--- src/rtl/sort_stream_loader.sv ---
// Streams 2**LOG_INPUT_NUM words from a source RAM into the sort core, then writes its output to a
// destination RAM. Define SORT_LOADER_ORDER_CHECK_EN to build the output-order checker (order_err).
module sort_stream_loader #(
    parameter int LOG_INPUT_NUM = 3,
    parameter int DATAWIDTH     = 32,
    parameter int ADDRWIDTH     = 16,
    parameter int RST_CYCLES    = 4,
    parameter int TIMEOUT       = 4096,
    parameter int ASCENDING     = 1
) (
    input  logic                 clk,
    input  logic                 resetn,
    input  logic                 start,
    input  logic [ADDRWIDTH-1:0] src_base,
    input  logic [ADDRWIDTH-1:0] dst_base,
    output logic                 busy,
    output logic                 done,
    output logic                 timeout_err,
    output logic                 order_err,
    output logic                 rd_en,
    output logic [ADDRWIDTH-1:0] rd_addr,
    input  logic [DATAWIDTH-1:0] rd_data,
    output logic                 wr_en,
    output logic [ADDRWIDTH-1:0] wr_addr,
    output logic [DATAWIDTH-1:0] wr_data,
    output logic                 srt_rst,
    output logic [DATAWIDTH-1:0] srt_din,
    output logic                 srt_now1,
    output logic                 srt_now2,
    input  logic                 srt_y_valid,
    input  logic [DATAWIDTH-1:0] srt_dout
);

    localparam int N      = 1 << LOG_INPUT_NUM;
    localparam int IDX_W  = LOG_INPUT_NUM + 1;
    localparam int RCNT_W = (RST_CYCLES > 1) ? $clog2(RST_CYCLES) : 1;
    localparam int TCNT_W = (TIMEOUT > 1) ? $clog2(TIMEOUT) : 1;

    typedef enum logic [2:0] {IDLE, SRST, LOAD, KICK, WAIT, DRAIN, DONE} state_t;

    state_t               state;
    logic [ADDRWIDTH-1:0] src_q;
    logic [ADDRWIDTH-1:0] dst_q;
    logic [RCNT_W-1:0]    rcnt;
    logic [TCNT_W-1:0]    tcnt;
    logic [IDX_W-1:0]     rd_idx;
    logic [IDX_W-1:0]     wr_idx;
    logic                 capture;

    // Read data is presented to the sorter in the cycle it returns, alongside srt_now1.
    assign srt_din = rd_data;
    assign capture = ((state == WAIT) || (state == DRAIN)) && srt_y_valid;

    always_ff @(posedge clk) begin
        if (!resetn) begin
            state       <= IDLE;
            busy        <= 1'b0;
            done        <= 1'b0;
            timeout_err <= 1'b0;
            rd_en       <= 1'b0;
            wr_en       <= 1'b0;
            srt_now1    <= 1'b0;
            srt_now2    <= 1'b0;
            srt_rst     <= 1'b1;
            rd_addr     <= '0;
            wr_addr     <= '0;
            src_q       <= '0;
            dst_q       <= '0;
            rcnt        <= '0;
            tcnt        <= '0;
            rd_idx      <= '0;
            wr_idx      <= '0;
        end else begin
            wr_en    <= 1'b0;
            srt_now1 <= rd_en;
            srt_now2 <= 1'b0;
            case (state)
                IDLE, DONE: begin
                    if (start) begin
                        src_q       <= src_base;
                        dst_q       <= dst_base;
                        done        <= 1'b0;
                        timeout_err <= 1'b0;
                        busy        <= 1'b1;
                        srt_rst     <= 1'b1;
                        rcnt        <= '0;
                        wr_idx      <= '0;
                        state       <= SRST;
                    end
                end
                SRST: begin
                    if (rcnt == RCNT_W'(RST_CYCLES - 1)) begin
                        srt_rst <= 1'b0;
                        rd_en   <= 1'b1;
                        rd_addr <= src_q;
                        rd_idx  <= IDX_W'(1);
                        state   <= LOAD;
                    end else begin
                        rcnt <= rcnt + 1'b1;
                    end
                end
                LOAD: begin
                    if (rd_idx != IDX_W'(N)) begin
                        rd_en   <= 1'b1;
                        rd_addr <= src_q + ADDRWIDTH'(rd_idx);
                        rd_idx  <= rd_idx + 1'b1;
                    end else begin
                        rd_en <= 1'b0;
                        // Last read already returned: this is the final srt_now1 cycle.
                        if (!rd_en) begin
                            srt_now2 <= 1'b1;
                            state    <= KICK;
                        end
                    end
                end
                KICK: begin
                    tcnt  <= '0;
                    state <= WAIT;
                end
                WAIT, DRAIN: begin
                    tcnt <= tcnt + 1'b1;
                    if (srt_y_valid) begin
                        wr_en   <= 1'b1;
                        wr_addr <= dst_q + ADDRWIDTH'(wr_idx);
                        wr_idx  <= wr_idx + 1'b1;
                        if (wr_idx == IDX_W'(N - 1)) begin
                            done  <= 1'b1;
                            busy  <= 1'b0;
                            state <= DONE;
                        end else begin
                            state <= DRAIN;
                        end
                    end else if ((state == WAIT) && (tcnt == TCNT_W'(TIMEOUT - 1))) begin
                        timeout_err <= 1'b1;
                        done        <= 1'b1;
                        busy        <= 1'b0;
                        state       <= DONE;
                    end
                end
                default: state <= IDLE;
            endcase
        end
    end

    // Write data path: capture stage, no reset
    always_ff @(posedge clk) begin
        if (capture) wr_data <= srt_dout;
    end

`ifdef SORT_LOADER_ORDER_CHECK_EN
    logic [DATAWIDTH-1:0] prev_p0;
    logic                 order_err_q;

    function automatic logic out_of_order(input logic [DATAWIDTH-1:0] prev,
                                          input logic [DATAWIDTH-1:0] cur);
        return (ASCENDING != 0) ? (cur < prev) : (cur > prev);
    endfunction

    always_ff @(posedge clk) begin
        if (capture) prev_p0 <= srt_dout;
    end

    always_ff @(posedge clk) begin
        if (!resetn) begin
            order_err_q <= 1'b0;
        end else if (((state == IDLE) || (state == DONE)) && start) begin
            order_err_q <= 1'b0;
        end else if ((state == DRAIN) && srt_y_valid && out_of_order(prev_p0, srt_dout)) begin
            order_err_q <= 1'b1;
        end
    end

    assign order_err = order_err_q;
`else
    assign order_err = 1'b0;
`endif

endmodule
--- config.mk ---
export PLATFORM = sky130hd
export DESIGN_NAME = sort_stream_loader
export DESIGN_NICKNAME = d
export VERILOG_FILES = /design/src/rtl/sort_stream_loader.sv
export SDC_FILE = /design/constraint.sdc
export NUM_CORES = 1
export LEC_CHECK = 0
export ABC_AREA = 0
export CORE_ASPECT_RATIO = 1.5
export CORE_UTILIZATION = 49
export CTS_CLUSTER_DIAMETER = 30
export DETAILED_ROUTE_END_ITERATION = 7
export GPL_ROUTABILITY_DRIVEN = 0
export GPL_TIMING_DRIVEN = 1
export PLACE_DENSITY = 0.86
export SLEW_MARGIN = 20
export SYNTH_ARGS = -nofsm -noshare
export SYNTH_HDL_FRONTEND = slang
export SYNTH_SLANG_ARGS = --single-unit
--- constraint.sdc ---
create_clock -name clk -period 4.3 [get_ports clk]
set_input_delay 0.645 -clock clk [delete_from_list [all_inputs] [get_ports clk]]
set_output_delay 0.645 -clock clk [all_outputs]
set_load 0.05 [all_outputs]
==> Word level (Yosys, flattened, before mapping) <==
Cells that the tools add are included.
{ "word_totals": {"regBits": 129, "word_cells": 109} }
{ "classes": {"n_addsub": 6, "eq_ne": 21, "n_mux": 40, "bitwise_logic": 2, "reduce_logical": 22} }
{ "ops": {"columns": ["op", "n"], "rows": [
  ["16-bit by 4-bit adder with 16-bit output", 2],
  ["16-bit 2-to-1 mux", 2],
  ["16-bit one-hot mux with 2 select lines", 1],
  ["12-bit one-hot mux with 2 select lines", 1],
  ["3-bit 2-to-1 mux", 6],
  ["2-bit != test (second input constant)", 9],
  ["4-bit 2-to-1 mux", 4],
  ["4-bit one-hot mux with 2 select lines", 2],
  ["3-bit one-hot mux with 5 select lines", 1],
  ["1-bit 2-to-1 mux", 14],
  ["12-bit by 1-bit adder with 12-bit output (second input constant)", 1],
  ["12-bit == test (second input constant)", 1],
  ["3-bit AND reduction", 4],
  ["1-bit one-hot mux with 2 select lines", 5],
  ["3-bit == test (second input constant)", 3],
  ["4-bit by 1-bit adder with 4-bit output (second input constant)", 2],
  ["2-bit AND reduction", 4],
  ["4-bit AND reduction", 2],
  ["2-bit nonzero test", 4],
  ["3-bit by 2-bit == test with 1-bit output (second input constant)", 2],
  ["2-bit 2-to-1 mux", 3],
  ["3-bit != test (second input constant)", 2],
  ["5-bit AND reduction", 1],
  ["4-bit by 3-bit == test with 1-bit output (second input constant)", 1],
  ["other kinds (11)", 14]
]} }

==> Logic depth before layout (Yosys ltp) <==
{ "logic_depth": {"word_depth": 5, "depth_mapped": 8, "ltp_nobuf": 8} }

==> Worst setup path after synthesis <==
Ideal clock, no wire load.
{ "synth_path": {"kind": "input to register", "startpoint": "input srt_y_valid", "endpoint": "register wr_data[0] (enable)", "setup_time_ps": 409, "arrival_time_ps": 2012, "t_required_ps": 3891, "setup_slack_ps": 1879, "cell_stages": 3, "path_buffers": 1, "path_cell_list": "nand2_1 inv_1 buf_1"} }
{ "synth_via": {"elab_chain_len": 1} }
{ "synth_lines": {"columns": ["element", "line", "rtl"], "rows": [
  ["start: declaration", "30", "input logic srt_y_valid,"],
  ["1-bit logical AND", "52", "assign capture = ((state == WAIT) || (state == DRAIN)) && srt_y_valid;"],
  ["via capture", "48", "logic capture;"],
  ["end signal: assignment", "147", "if (capture) wr_data <= srt_dout;"],
  ["end: declaration", "25", "output logic [DATAWIDTH-1:0] wr_data,"]
]} }
The timed path passes the listed nets, and every way through them passes these cells.
A chain may end at the register's enable or synchronous reset.

==> Final worst setup path <==
{ "layout_path": {"startpoint": "register state[1]", "endpoint": "register wr_addr[9]"} }
{ "layout_via": {"elab_chain_len": 3, "word_cells_on_any_way": 4} }
{ "layout_lines": {"columns": ["element", "line", "rtl"], "rows": [
  ["start: declaration", "41", "state_t state;"],
  ["start signal: assignment", "56", "state <= IDLE;"],
  ["start signal: assignment", "88", "state <= SRST;"],
  ["start signal: assignment", "97", "state <= LOAD;"],
  ["3-bit == test", "77", "case (state)"],
  ["2-bit OR reduction *", "77", null],
  ["2-bit AND reduction (no line) *", null, null],
  ["end signal: assignment", "124", "wr_addr <= dst_q + ADDRWIDTH'(wr_idx);"],
  ["end: declaration", "24", "output logic [ADDRWIDTH-1:0] wr_addr,"]
]} }
Mark *: on every way between the ends. The rest lies on a longest branch, timed or not.

==> results_dict.tcl <==
set metrics [dict create \
    final_area_sq_mm 0.00757 \
    worst_pin_slew_ns 0.929 \
    io_pins 205 \
    clock_sinks 129 \
    setup_violations 0 \
    synth.largest_area_cell "dfxtp_1" \
    drv_slew 0 \
    cts_made_buffers 17 \
    netlist_area_sq_mm 0.00575 \
    netlist.area_leader.share_pct 33.8 \
    yosys-top-cells-area "dfxtp_1, edfxtp_1, nand2_1" \
    diodes 0 \
    cap_violations 0 \
    avgSynthCellArea_sq_um 9.42 \
    fin_crit_sh_pct 63.5 \
    slew-limit-headroom_pct 37.9 \
    wire_per_inst_um 16.7 \
    track_usage_pct 25.0 \
    initial_utilization_pct 50.1 \
    holdBufCountCts 0 \
    place_inst 839 \
    whs_ns 0.462 \
    ctsLongestPathBuffers 2 \
    synth_warnings 0 \
    grt_pass1_wl_um 23700 \
    finalNetCount 823 \
    synth_cell_type_count 66 \
    ctsHtreeMaxLevel 4 \
    final_common_cell "clkdlybuf4s50_1" \
    finClkSkew_ns 0.00713 \
    placed_cell_area_sq_mm 0.00695 \
    drtAntennaViolNets 0 \
    final.setup.tns_ns 0 \
    grt_max_degree 65 \
    crit_fanout 64 \
    clk_pin_slew_ns 0.06 \
    syn_inst 610 \
    setup.reg_to_reg.worst_slack_ns 1.57 \
    post_cts_buffers 0 \
    rows 48 \
    totalWireLength_um 14600 \
    worstPathArrival_ns 2.99 \
    crit_path_start_kind "register" \
    gr-total-overflow 0 \
    ir_worst_vdd_uv 389 \
    rsz0062_at_grt "false" \
    route.vias.total 4784 \
    final_util_pct 66.0 \
    syn_nets 725 \
    grt_pass1_vias 4865 \
    hp-class "register to register" \
    whs_path_depth 2 \
    finalWorstSetupSlack_ns 1.57 \
    power.density_mw_per_mm2 534 \
    place_ws_ns 1.40 \
    coreArea_sq_mm 0.0115 \
    synthFlopType "dfxtp_1" \
    drive_gt1_share_pct 7.35 \
    fin_cells 871 \
    r2r_end "wr_addr[9]" \
    worstSetupEndpoint "wr_addr[9]" \
    dieArea_sq_mm 0.0122 \
    finalHoldViolations 0 \
    timing.rr.start "state[1]" \
    power.total_mw 4.04 \
    outcome "completed" \
    fp.dieW_um 90.4 \
    worstPathRequired_ns 4.56 \
    hpwl_um 9890 \
    portBuffers 139 \
    fmax_mhz 366 \
    post-route-min-period_ns 2.73 \
    clk_latency_ns 0.42 \
    drc 0 \
    ys_ff_latch 129 \
    reg2reg_depth 5 \
    synth_edf_count 32 \
    crit_path_end_kind "register" \
    cts_root_buf "clkbuf_16" \
    dr.first_iter.drc_count 260 \
    synthArstFlopShare_pct 0 \
    cts_tree "built" \
    syn_to_final_growth_pct 31.8 \
    crit_type "register to register" \
    worstSetupStartpoint "state[1]" \
    antenna_found_initial 0 \
    cts_resized 0 \
    die_y_um 135 \
    drt-pass1-iter-count 5 \
    vias_per_cell 5.49 \
    mostFrequentLayoutCells "clkdlybuf4s50_1, nand2_1, dfxtp_1, a21oi_1, o21ai_0" \
    p_leak_nw 2.73 \
    ys_seq_area_share_pct 50.5 \
]
[layout make-up]
type / instances / area (sq um)
flip-flops and latches: 129 / 2900
multi-input cells: 405 / 2400
well taps: 150 / 188
inverters: 13 / 51.3
fillers: 884 / 3900
clock inverters: 14 / 181
clock buffers: 18 / 439
repair buffers: 142 / 1410
[report_power, final]
group | internal (mW) | switching [mW]
Combinational | 0.369 | 0.651
Clock | 0.934 | 0.554
Sequential | 1.40 | 0.136
Total | 2.70 | 1.34
[state kept, by name, summed over array words and instances (netlist names), 4 cells and up]
register  cells
wr_idx        4
rd_addr      16
tcnt         12
wr_addr      16
dst_q        16
src_q        16
wr_data      32
rd_idx        4
[worst min path at each step]
| stage | start | to | slack, ns |
|---|---|---|---|
| after global placement | done | done | 0.45 |
| after floorplan | dst_q[0] | dst_q[0] | 0.44 |
| after detailed placement | wr_addr[2] | wr_addr[2] | 0.45 |
| final | wr_addr[2] | wr_addr[2] | 0.46 |
| after CTS | wr_addr[2] | wr_addr[2] | 0.46 |
| after global routing | wr_addr[2] | wr_addr[2] | 0.48 |
[cell usage after synthesis, drive strengths merged, types with 3 or more instances]
master / number
nand2: 108
nor2: 33
and2: 3
and3: 6
mux2: 3
or3: 3
nand3b: 3
a311oi: 3
o211ai: 3
buf: 45
a21oi: 81
nand2b: 4
dfxtp: 97
nand4: 8
nor3: 8
clkbuf: 17
nor3b: 6
xor2: 14
nor4: 5
inv: 13
edfxtp: 32
o21ai: 37
xnor2: 13
a211oi: 3
nand4b: 3
nand3: 13
ha: 13
a21o: 3
[worst max-delay path: stages (launching register included)]
cell and delay (ns):
dfxtp_1 0.50, and2b_1 0.35, nand2_1 0.30, clkinv_2 0.76
o21ai_0 0.54, a21oi_1 0.08
[cell families (layout without fill, tap and decap cells)]
logic type               Yosys count  count (layout)  share of synthesized area (%)
multiplexers                       5               5                          0.936
other                              1               1                         0.0653
adder cells (fa/ha/maj)           15              15                           3.53
buffers and inverters             76             187                           7.79
flip-flops                       129             129                           50.5
AO/OA/AOI/OAI                    146             146                           14.6
AND/OR/NAND/NOR                  211             211                           18.5
XOR/XNOR                          27              27                           4.12
[per-layer routing]
| layer | part of all wire (%) | routed length [um] | up-vias | global-route usage [%] |
|---|---|---|---|---|
| met5 | 0 | 0 | - | 0 |
| met4 | 4.6 | 664 | 0 | 15.1 |
| met2 | 52 | 7620 | 182 | 45.1 |
| met1 | 37 | 5470 | 2242 | 25.9 |
| met3 | 5.7 | 830 | 68 | 6.42 |
| li1 | - | - | 2292 | - |
Note: power is estimated with default switching activity, not from simulation.
